<file path="src/rtl/fifo_thresholds_if.sv">
// Handshake, threshold and status bundle between a FIFO user and fifo_thresholds.
// master: the user side (flow-control FSM / producer / consumer).
// slave:  the FIFO itself.
interface fifo_thresholds_if #(
  parameter int DATA_W = 6,
  parameter int ADDR_W = 2
);
  logic              th_load;
  logic [ADDR_W-1:0] af_th;
  logic [ADDR_W-1:0] ae_th;
  logic              push;
  logic [DATA_W-1:0] data_in;
  logic              pop;
  logic [DATA_W-1:0] data_out;
  logic              valid_out;
  logic [ADDR_W:0]   count;
  logic              empty;
  logic              full;
  logic              almost_full;
  logic              almost_empty;
  logic              error;

  modport master (
    output th_load, af_th, ae_th, push, data_in, pop,
    input  data_out, valid_out, count, empty, full, almost_full, almost_empty, error
  );

  modport slave (
    input  th_load, af_th, ae_th, push, data_in, pop,
    output data_out, valid_out, count, empty, full, almost_full, almost_empty, error
  );
endinterface

</file>
<file path="src/rtl/fifo_thresholds.sv">
// Synchronous FIFO with run-time programmable almost-full/almost-empty
// thresholds and a sticky overflow/underflow error flag. Status flags are
// decoded from the registered count and threshold registers, so they change
// only on clock edges and always line up with count.
module fifo_thresholds #(
  parameter int DATA_W = 6,
  parameter int ADDR_W = 2
) (
  input  logic                clk,
  input  logic                reset,
  fifo_thresholds_if.slave    bus
);
  localparam int DEPTH = 1 << ADDR_W;
  localparam logic [ADDR_W:0]   DEPTH_C  = (ADDR_W+1)'(DEPTH);
  localparam logic [ADDR_W:0]   CNT_ONE  = (ADDR_W+1)'(1'b1);
  localparam logic [ADDR_W-1:0] PTR_ONE  = ADDR_W'(1'b1);
  localparam logic [ADDR_W-1:0] AF_RST   = ADDR_W'(DEPTH - 1);
  localparam logic [ADDR_W-1:0] AE_RST   = ADDR_W'(1'b1);

  logic [DATA_W-1:0] mem_r [DEPTH];
  logic [ADDR_W-1:0] wr_ptr_r;
  logic [ADDR_W-1:0] rd_ptr_r;
  logic [ADDR_W:0]   count_r;
  logic [ADDR_W-1:0] af_reg_r;
  logic [ADDR_W-1:0] ae_reg_r;
  logic [DATA_W-1:0] data_out_r;
  logic              valid_out_r;
  logic              error_r;

  logic              empty_s;
  logic              full_s;
  logic              wr_en_s;
  logic              rd_en_s;
  logic              err_evt_s;
  logic [ADDR_W:0]   count_nxt_s;

  // Decode occupancy flags and the accepted write/read/error events for this cycle.
  always_comb begin
    empty_s   = (count_r == {(ADDR_W+1){1'b0}});
    full_s    = (count_r == DEPTH_C);
    // A push into a full FIFO is still accepted when a pop frees a slot in the same cycle.
    wr_en_s   = bus.push && (!full_s || bus.pop);
    rd_en_s   = bus.pop && !empty_s;
    err_evt_s = (bus.push && !bus.pop && full_s) || (bus.pop && empty_s);
  end

  // Next occupancy: only a lone write or a lone read moves the count.
  always_comb begin
    count_nxt_s = count_r;
    case ({wr_en_s, rd_en_s})
      2'b10:   count_nxt_s = count_r + CNT_ONE;
      2'b01:   count_nxt_s = count_r - CNT_ONE;
      default: count_nxt_s = count_r;
    endcase
  end

  // Storage array; contents are not cleared by reset, only the pointers are.
  always_ff @(posedge clk) begin
    if (!reset && wr_en_s) begin
      mem_r[wr_ptr_r] <= bus.data_in;
    end
  end

  // Pointers, count, read data register, thresholds and sticky error.
  always_ff @(posedge clk) begin
    if (reset) begin
      wr_ptr_r    <= {ADDR_W{1'b0}};
      rd_ptr_r    <= {ADDR_W{1'b0}};
      count_r     <= {(ADDR_W+1){1'b0}};
      data_out_r  <= {DATA_W{1'b0}};
      valid_out_r <= 1'b0;
      error_r     <= 1'b0;
      af_reg_r    <= AF_RST;
      ae_reg_r    <= AE_RST;
    end else begin
      count_r     <= count_nxt_s;
      valid_out_r <= rd_en_s;
      if (wr_en_s) begin
        wr_ptr_r <= wr_ptr_r + PTR_ONE;
      end
      if (rd_en_s) begin
        rd_ptr_r   <= rd_ptr_r + PTR_ONE;
        data_out_r <= mem_r[rd_ptr_r];
      end
      if (err_evt_s) begin
        error_r <= 1'b1;
      end
      if (bus.th_load) begin
        af_reg_r <= bus.af_th;
        ae_reg_r <= bus.ae_th;
      end
    end
  end

  // Drive the bus; flags come straight from registered state.
  assign bus.data_out     = data_out_r;
  assign bus.valid_out    = valid_out_r;
  assign bus.count        = count_r;
  assign bus.empty        = empty_s;
  assign bus.full         = full_s;
  assign bus.almost_full  = (af_reg_r != {ADDR_W{1'b0}}) && (count_r >= {1'b0, af_reg_r});
  assign bus.almost_empty = (count_r <= {1'b0, ae_reg_r});
  assign bus.error        = error_r;
endmodule

</file>
<file path="src/flat_wrapper.sv">
// flat-port wrapper written by rule: the top's interface ports become plain ports
module fifo_thresholds_flat 
#(
  parameter int DATA_W = 6,
  parameter int ADDR_W = 2
)
  (clk, reset, bus_th_load, bus_af_th, bus_ae_th, bus_push, bus_data_in, bus_pop, bus_data_out, bus_valid_out, bus_count, bus_empty, bus_full, bus_almost_full, bus_almost_empty, bus_error);
  fifo_thresholds_if #(.DATA_W(DATA_W), .ADDR_W(ADDR_W)) bus_i ();
  input  logic clk;
  input  logic reset;
  input wire logic [$bits(bus_i.th_load)-1:0] bus_th_load;
  input wire logic [$bits(bus_i.af_th)-1:0] bus_af_th;
  input wire logic [$bits(bus_i.ae_th)-1:0] bus_ae_th;
  input wire logic [$bits(bus_i.push)-1:0] bus_push;
  input wire logic [$bits(bus_i.data_in)-1:0] bus_data_in;
  input wire logic [$bits(bus_i.pop)-1:0] bus_pop;
  output wire logic [$bits(bus_i.data_out)-1:0] bus_data_out;
  output wire logic [$bits(bus_i.valid_out)-1:0] bus_valid_out;
  output wire logic [$bits(bus_i.count)-1:0] bus_count;
  output wire logic [$bits(bus_i.empty)-1:0] bus_empty;
  output wire logic [$bits(bus_i.full)-1:0] bus_full;
  output wire logic [$bits(bus_i.almost_full)-1:0] bus_almost_full;
  output wire logic [$bits(bus_i.almost_empty)-1:0] bus_almost_empty;
  output wire logic [$bits(bus_i.error)-1:0] bus_error;
  assign bus_i.th_load = bus_th_load;
  assign bus_i.af_th = bus_af_th;
  assign bus_i.ae_th = bus_ae_th;
  assign bus_i.push = bus_push;
  assign bus_i.data_in = bus_data_in;
  assign bus_i.pop = bus_pop;
  assign bus_data_out = bus_i.data_out;
  assign bus_valid_out = bus_i.valid_out;
  assign bus_count = bus_i.count;
  assign bus_empty = bus_i.empty;
  assign bus_full = bus_i.full;
  assign bus_almost_full = bus_i.almost_full;
  assign bus_almost_empty = bus_i.almost_empty;
  assign bus_error = bus_i.error;
  fifo_thresholds #(.DATA_W(DATA_W), .ADDR_W(ADDR_W)) u_core (.clk(clk), .reset(reset), .bus(bus_i));
endmodule
</file>
<file path="config.mk">
export PLATFORM = sky130hd
export DESIGN_NAME = fifo_thresholds_flat
export DESIGN_NICKNAME = d
export VERILOG_FILES = /design/src/rtl/fifo_thresholds_if.sv /design/src/rtl/fifo_thresholds.sv /design/src/flat_wrapper.sv
export SDC_FILE = /design/constraint.sdc
export NUM_CORES = 1
export LEC_CHECK = 0
export ABC_AREA = 1
export BUFFER_PORTS_ARGS = -buffer_cell sky130_fd_sc_hd__buf_2
export CAP_MARGIN = 10
export CORE_MARGIN = 2
export CORE_UTILIZATION = 49
export DETAILED_ROUTE_END_ITERATION = 16
export GPL_TIMING_DRIVEN = 0
export PLACE_DENSITY = 0.77
export SLEW_MARGIN = 20
export SYNTH_ARGS = -nofsm -noshare
export SYNTH_HDL_FRONTEND = slang
export SYNTH_SLANG_ARGS = --single-unit
</file>
<file path="constraint.sdc">
create_clock -name clk -period 5.3 [get_ports clk]
set_input_delay 1.06 -clock clk [delete_from_list [all_inputs] [get_ports clk]]
set_output_delay 1.06 -clock clk [all_outputs]
set_load 0.005 [all_outputs]
</file>
# Word-level counts from Yosys, hierarchy flattened
# Memories as Yosys holds them, arrays and structs flattened. A register that Yosys moved wholly into a read port is not among the register bits.
# Cells that the tools add are included.
[op_classes]
add_sub_neg = 4
order_cmp = 2
eq_ne = 3
mux = 3
reduce_logical = 16
[ops]
columns = ["op", "n"]
rows = [
  ["logical AND 1 bit", 7],
  ["case mux 3 bit (2 select lines)", 1],
  ["adder 2 x 1 -> 2 bit (second input constant)", 2],
  ["logical NOT 1 bit", 4],
  ["nonzero test 2 bit", 2],
  ["adder 3 x 1 -> 3 bit (second input constant)", 1],
  ["== test 3 bit (second input constant)", 1],
  [">= comparator 3 x 2 -> 1 bit", 1],
  ["less-or-equal comparator 3 x 2 -> 1 bit", 1],
  ["logical NOT 3 bit", 1],
  ["subtractor 3 x 1 -> 3 bit (second input constant)", 1],
  ["== test 2 x 1 -> 1 bit (second input constant)", 1],
  ["== test 2 bit (second input constant)", 1],
  ["logical OR 1 bit", 2],
  ["2-to-1 mux 1 bit", 2],
]
[word_totals]
reg_bits = 13
ram_bits = 24
word_cells = 36
n_memories = 1
[mem_list]
columns = ["name", "depth", "width", "rd", "rd_clocked_by_memory_dff", "wr", "line_no", "source"]
rows = [
  ["u_core.mem_r", 4, 6, 1, 1, 1, "fifo_thresholds.sv:20", "logic [DATA_W-1:0] mem_r [DEPTH];"],
]

# Depth between registers and ports, before layout
[depth]
word_depth = 7
mapped_depth = 13
depth_no_buf = 13

# Least setup slack after synthesis
# Ideal clock, no wire load.
[synth_path]
path_kind = "in2reg"
start = "input port bus_pop"
end = "register u_core.count_r[2] (netlist: u_core.bus.count[2])"
setup_ns = 0.113
arrival_ns = 2.221
required_ns = 5.187
setup_slack_ns = 2.967
path_stages = 12
path_buffers = 0
cell_sequence = "inv_1 nand3_1 nand2_1 ha_1 inv_1 fa_1 inv_1 nand2_1 nand3_1 nand2_1 nand2_1 nor2_1"
[synth_via]
elab_chain_cells = 4
[synth_rtl]
columns = ["item", "line_no", "source"]
rows = [
  ["from (decl)", "flat_wrapper.sv:16", "input wire logic [$bits(bus_i.pop)-1:0] bus_pop;"],
  ["logical OR 1 bit", "fifo_thresholds.sv:42", "wr_en_s = bus.push && (!full_s || bus.pop);"],
  ["logical AND 1 bit", "fifo_thresholds.sv:42", ""],
  ["== test 2 x 1 -> 1 bit or == test 2 bit (tied branches)", "fifo_thresholds.sv:50", "case ({wr_en_s, rd_en_s})"],
  ["case mux 3 bit (2 select lines) or nonzero test 2 bit (tied branches)", "--", ""],
  ["to (signal assigned)", "fifo_thresholds.sv:69", "count_r <= {(ADDR_W+1){1'b0}};"],
  ["to (signal assigned)", "fifo_thresholds.sv:76", "count_r <= count_nxt_s;"],
  ["to (decl)", "fifo_thresholds.sv:23", "logic [ADDR_W:0] count_r;"],
]
# Parallel ways exist; a longest one is shown, timed or not.
# A chain may end at the register's enable or synchronous reset.

# Final worst setup path
[layout_path]
start = "register u_core.count_r[0] (netlist: u_core.bus.count[0])"
end = "output port bus_almost_full"
[layout_via]
elab_chain_cells = 2
[layout_rtl]
columns = ["item", "line_no", "source"]
rows = [
  [">= comparator 3 x 2 -> 1 bit", "fifo_thresholds.sv:101", "assign bus.almost_full = (af_reg_r != {ADDR_W{1'b0}}) && (count_r >= {1'b0, af_reg_r});"],
  ["logical AND 1 bit", "fifo_thresholds.sv:101", ""],
  ["to (decl)", "flat_wrapper.sv:22", "output wire logic [$bits(bus_i.almost_full)-1:0] bus_almost_full;"],
]
# No other way between the ends.

==> metrics.md <==
| Metric | Value |
|---|---|
| Final Max Slew Viols | `0` |
| Clock Skews | `14.4 ps` |
| Cell Area, Synth | `2050 um^2` |
| Reg power frac | `0.422` |
| Synth Area in Compound Gates | `0.0445` |
| DRT Pass-1 Iters | `4` |
| Gpl congestion | `0.793` |
| Max Root-Sink Buffers | `2` |
| Cell row count | `23` |
| Post-Syn Nets | `266` |
| Total global-route track usage | `0.182` |
| Largest family of logic cells by synthesized area | `simple AND/OR/NAND/NOR gates` |
| Worst Setup End Kind | `output pin` |
| Vias | `1,519` |
| Post-CTS setup repair buffer count | `0` |
| MaxCap Viol Count | `0` |
| Drt total wl | `3780 um` |
| Period Utilization, post-route | `0.495` |
| Fraction of layout cells with a size suffix above 1 | `0.176` |
| Leak pwr | `0.00121 uW` |
| Cells after Synth | `241` |
| Status | `finished, final reports clean` |
| Core box area | `4030 um^2` |
| Mean Syn Cell Area | `8.52 um^2` |
| Number of antenna diodes | `0` |
| DIE AREA | `4720 um^2` |
| Combinational Power Share | `0.318` |
| CTS tree | `built` |
| WP data required | `4240 ps` |
| Most common cell after layout, fill and taps aside | `nand2_1` |
| Hold Buf Count CTS | `0` |
| Pwr per Cell Area | `432 nW/um^2` |
| Layout Area Growth over Synthesis | `16.0%` |
| Clk_lat worst skew | `300 ps` |
| Max Clock Freq | `0.382 GHz` |
| Mux cell area share after synthesis | `0` |
| Sw Ratio | `0.331` |
| Crit-path max FO | `6` |
| Slew HR | `0.543` |
| Final #Nets | `302` |
| Pin count of the biggest net entering global routing | `15` |
| Die span in x | `68.7 um` |
| Post-Synth Adder-Cell Area | `0.0646` |
| Final min period | `2620 ps` |
| Antenna viol nets, final | `0` |
| DR DRC count | `0` |
| Synth Area in XOR/XNOR | `0` |
| Hold Path Class | `flop to flop` |
| TritonCTS buffer count | `5` |
| Global-route wire length before repair | `6090 um` |
| Filler cells | `358` |
| CP arrival | `1560 ps` |
| Worst-Margin Slew | `683 ps` |
| Worst Setup Start Kind | `flop` |
| Vias in the first global route | `1,357` |
| Clk slew on worst S/H paths | `80 ps` |
| Post-CTS Resized | `0` |
| Hold Fails Final Rpt | `0` |
| Port bufs | `29` |
| P_sw | `341 uW` |
| Flops & latches, synth | `43` |
| Most frequent cells in the layout | `nand2_1 (58), inv_1 (54), buf_2 (30)` |
| Detailed Route Iter0 Violations | `91` |
| Grt ovf | `0` |
| Overall Power | `1030 uW` |
| Die height | `68.7 um` |
| Internal power | `688 uW` |
| Clock network power share | `0.260` |
| Routed len/inst | `11.5 um` |
| Ports | `30` |
| Initial Util | `0.510` |
| Post-synth cell types | `23` |
| Post-DP HPWL | `2730 um` |
| Fin Setup TNS | `0 ps` |
| Ys Warns | `0` |
| Simple-Gate Fraction of Synth Area | `0.228` |
| Root buf cell | `clkbuf_8` |
| Antenna violations before repair | `0` |
| Setup violations, final | `0` |
| RSZ-0062 raised after global routing | `false` |
| Critical path class | `flop to output pin` |
| Clock sinks | `43` |
| Register area share after synthesis | `0.536` |
| H-tree levels | `2` |
| Maximum VDD drop | `203 uV` |
| Vias per cell | `4.63` |
-- logic make-up after synthesis --
logic type               count (synthesis)
adder cells (fa/ha/maj)                 10
buffers and inverters                   61
AND/OR/NAND/NOR                        110
AO/OA/AOI/OAI                           17
flip-flops                              43
-- worst max-delay path, stage by stage, from the launching register on --
cell,delay [ps]
dfxtp_1,460
inv_1,150
ha_1,310
o21ai_0,150
a21oi_1,70
buf_2,120
-- layer usage --
metal | global-route usage | up-vias | wire length, um
met5 | 0 | - | 0
met4 | 0.0858 | 0 | 63
met3 | 0.0455 | 4 | 152
met2 | 0.306 | 31 | 1810
met1 | 0.217 | 678 | 1750
li1 | - | 806 | -
-- synthesized netlist by cell type, drive strengths merged --
| master | n | area, um^2 |
|---|---|---|
| dfxtp | 19 | 380 |
| buf | 5 | 50.0 |
| o21bai | 1 | 7.51 |
| nand2 | 61 | 246 |
| ha | 9 | 113 |
| nand3 | 21 | 105 |
| nor2 | 26 | 105 |
| nand4 | 1 | 6.26 |
| a21oi | 10 | 53.8 |
| fa | 1 | 20.0 |
| edfxtp | 24 | 721 |
| inv | 56 | 210 |
| o21ai | 6 | 30.0 |
| nor3 | 1 | 5.00 |
-- stage by stage --
stage / instances / instance area [um^2] / worst slack (ps) / hold slack (ps) / util
2_1_floorplan: 241 / 2050 / 2970 / 433 / -
3_3_place_gp: 320 / 2260 / 2730 / 449 / 0.561
3_5_place_dp: 320 / 2260 / 2680 / 459 / 0.561
4_1_cts: 328 / 2380 / 2670 / 470 / 0.591
5_1_grt: 328 / 2380 / 2580 / 486 / 0.591
6_report: 328 / 2380 / 2680 / 464 / 0.591
-- area by class of cell --
cell class                 instances  area [um^2]  share of cell area
sequential                        43         1100               0.462
tap                               50         62.6              0.0263
multi-input combinational        137          692               0.290
buffer                             5         50.0              0.0210
timing repair buffer              29          145              0.0609
clock inverter                     2         38.8              0.0163
clock buffer                       6         82.6              0.0347
inverter                          56          210              0.0882
-- worst paths after layout --
check / start / endpoint / slack (ps) / cells past startpoint
worst max register to register: u_core.bus.count[1] / u_core.bus.count[2] / 3370 / 12
worst min-delay path: u_core.ae_reg_r[1] / u_core.ae_reg_r[1] / 460 / 2
worst min register to register: u_core.ae_reg_r[1] / u_core.ae_reg_r[1] / 460 / 2
worst max-delay path: u_core.bus.count[0] / bus_almost_full / 2680 / 5
-- power groups by stage --
| stage | sequential, uW | clock, uW | combinational, uW |
|---|---|---|---|
| after global routing | 439 | 285 | 383 |
| after detailed placement | 442 | 0 | 329 |
| after CTS | 434 | 271 | 331 |
| final | 434 | 267 | 328 |
| after floorplan | 436 | 0 | 229 |
| after global placement | 440 | 0 | 320 |
-- flip-flops by register name, summed over array words and instances, names as in the netlist --
name and count:
u_core.mem_r 24, u_core.bus.data_out 6, u_core.bus.count 3, u_core.ae_reg_r 2, u_core.af_reg_r 2, u_core.rd_ptr_r 2, u_core.wr_ptr_r 2, u_core.bus.error 1
u_core.bus.valid_out 1
Note: power is estimated with default switching activity, not from simulation.
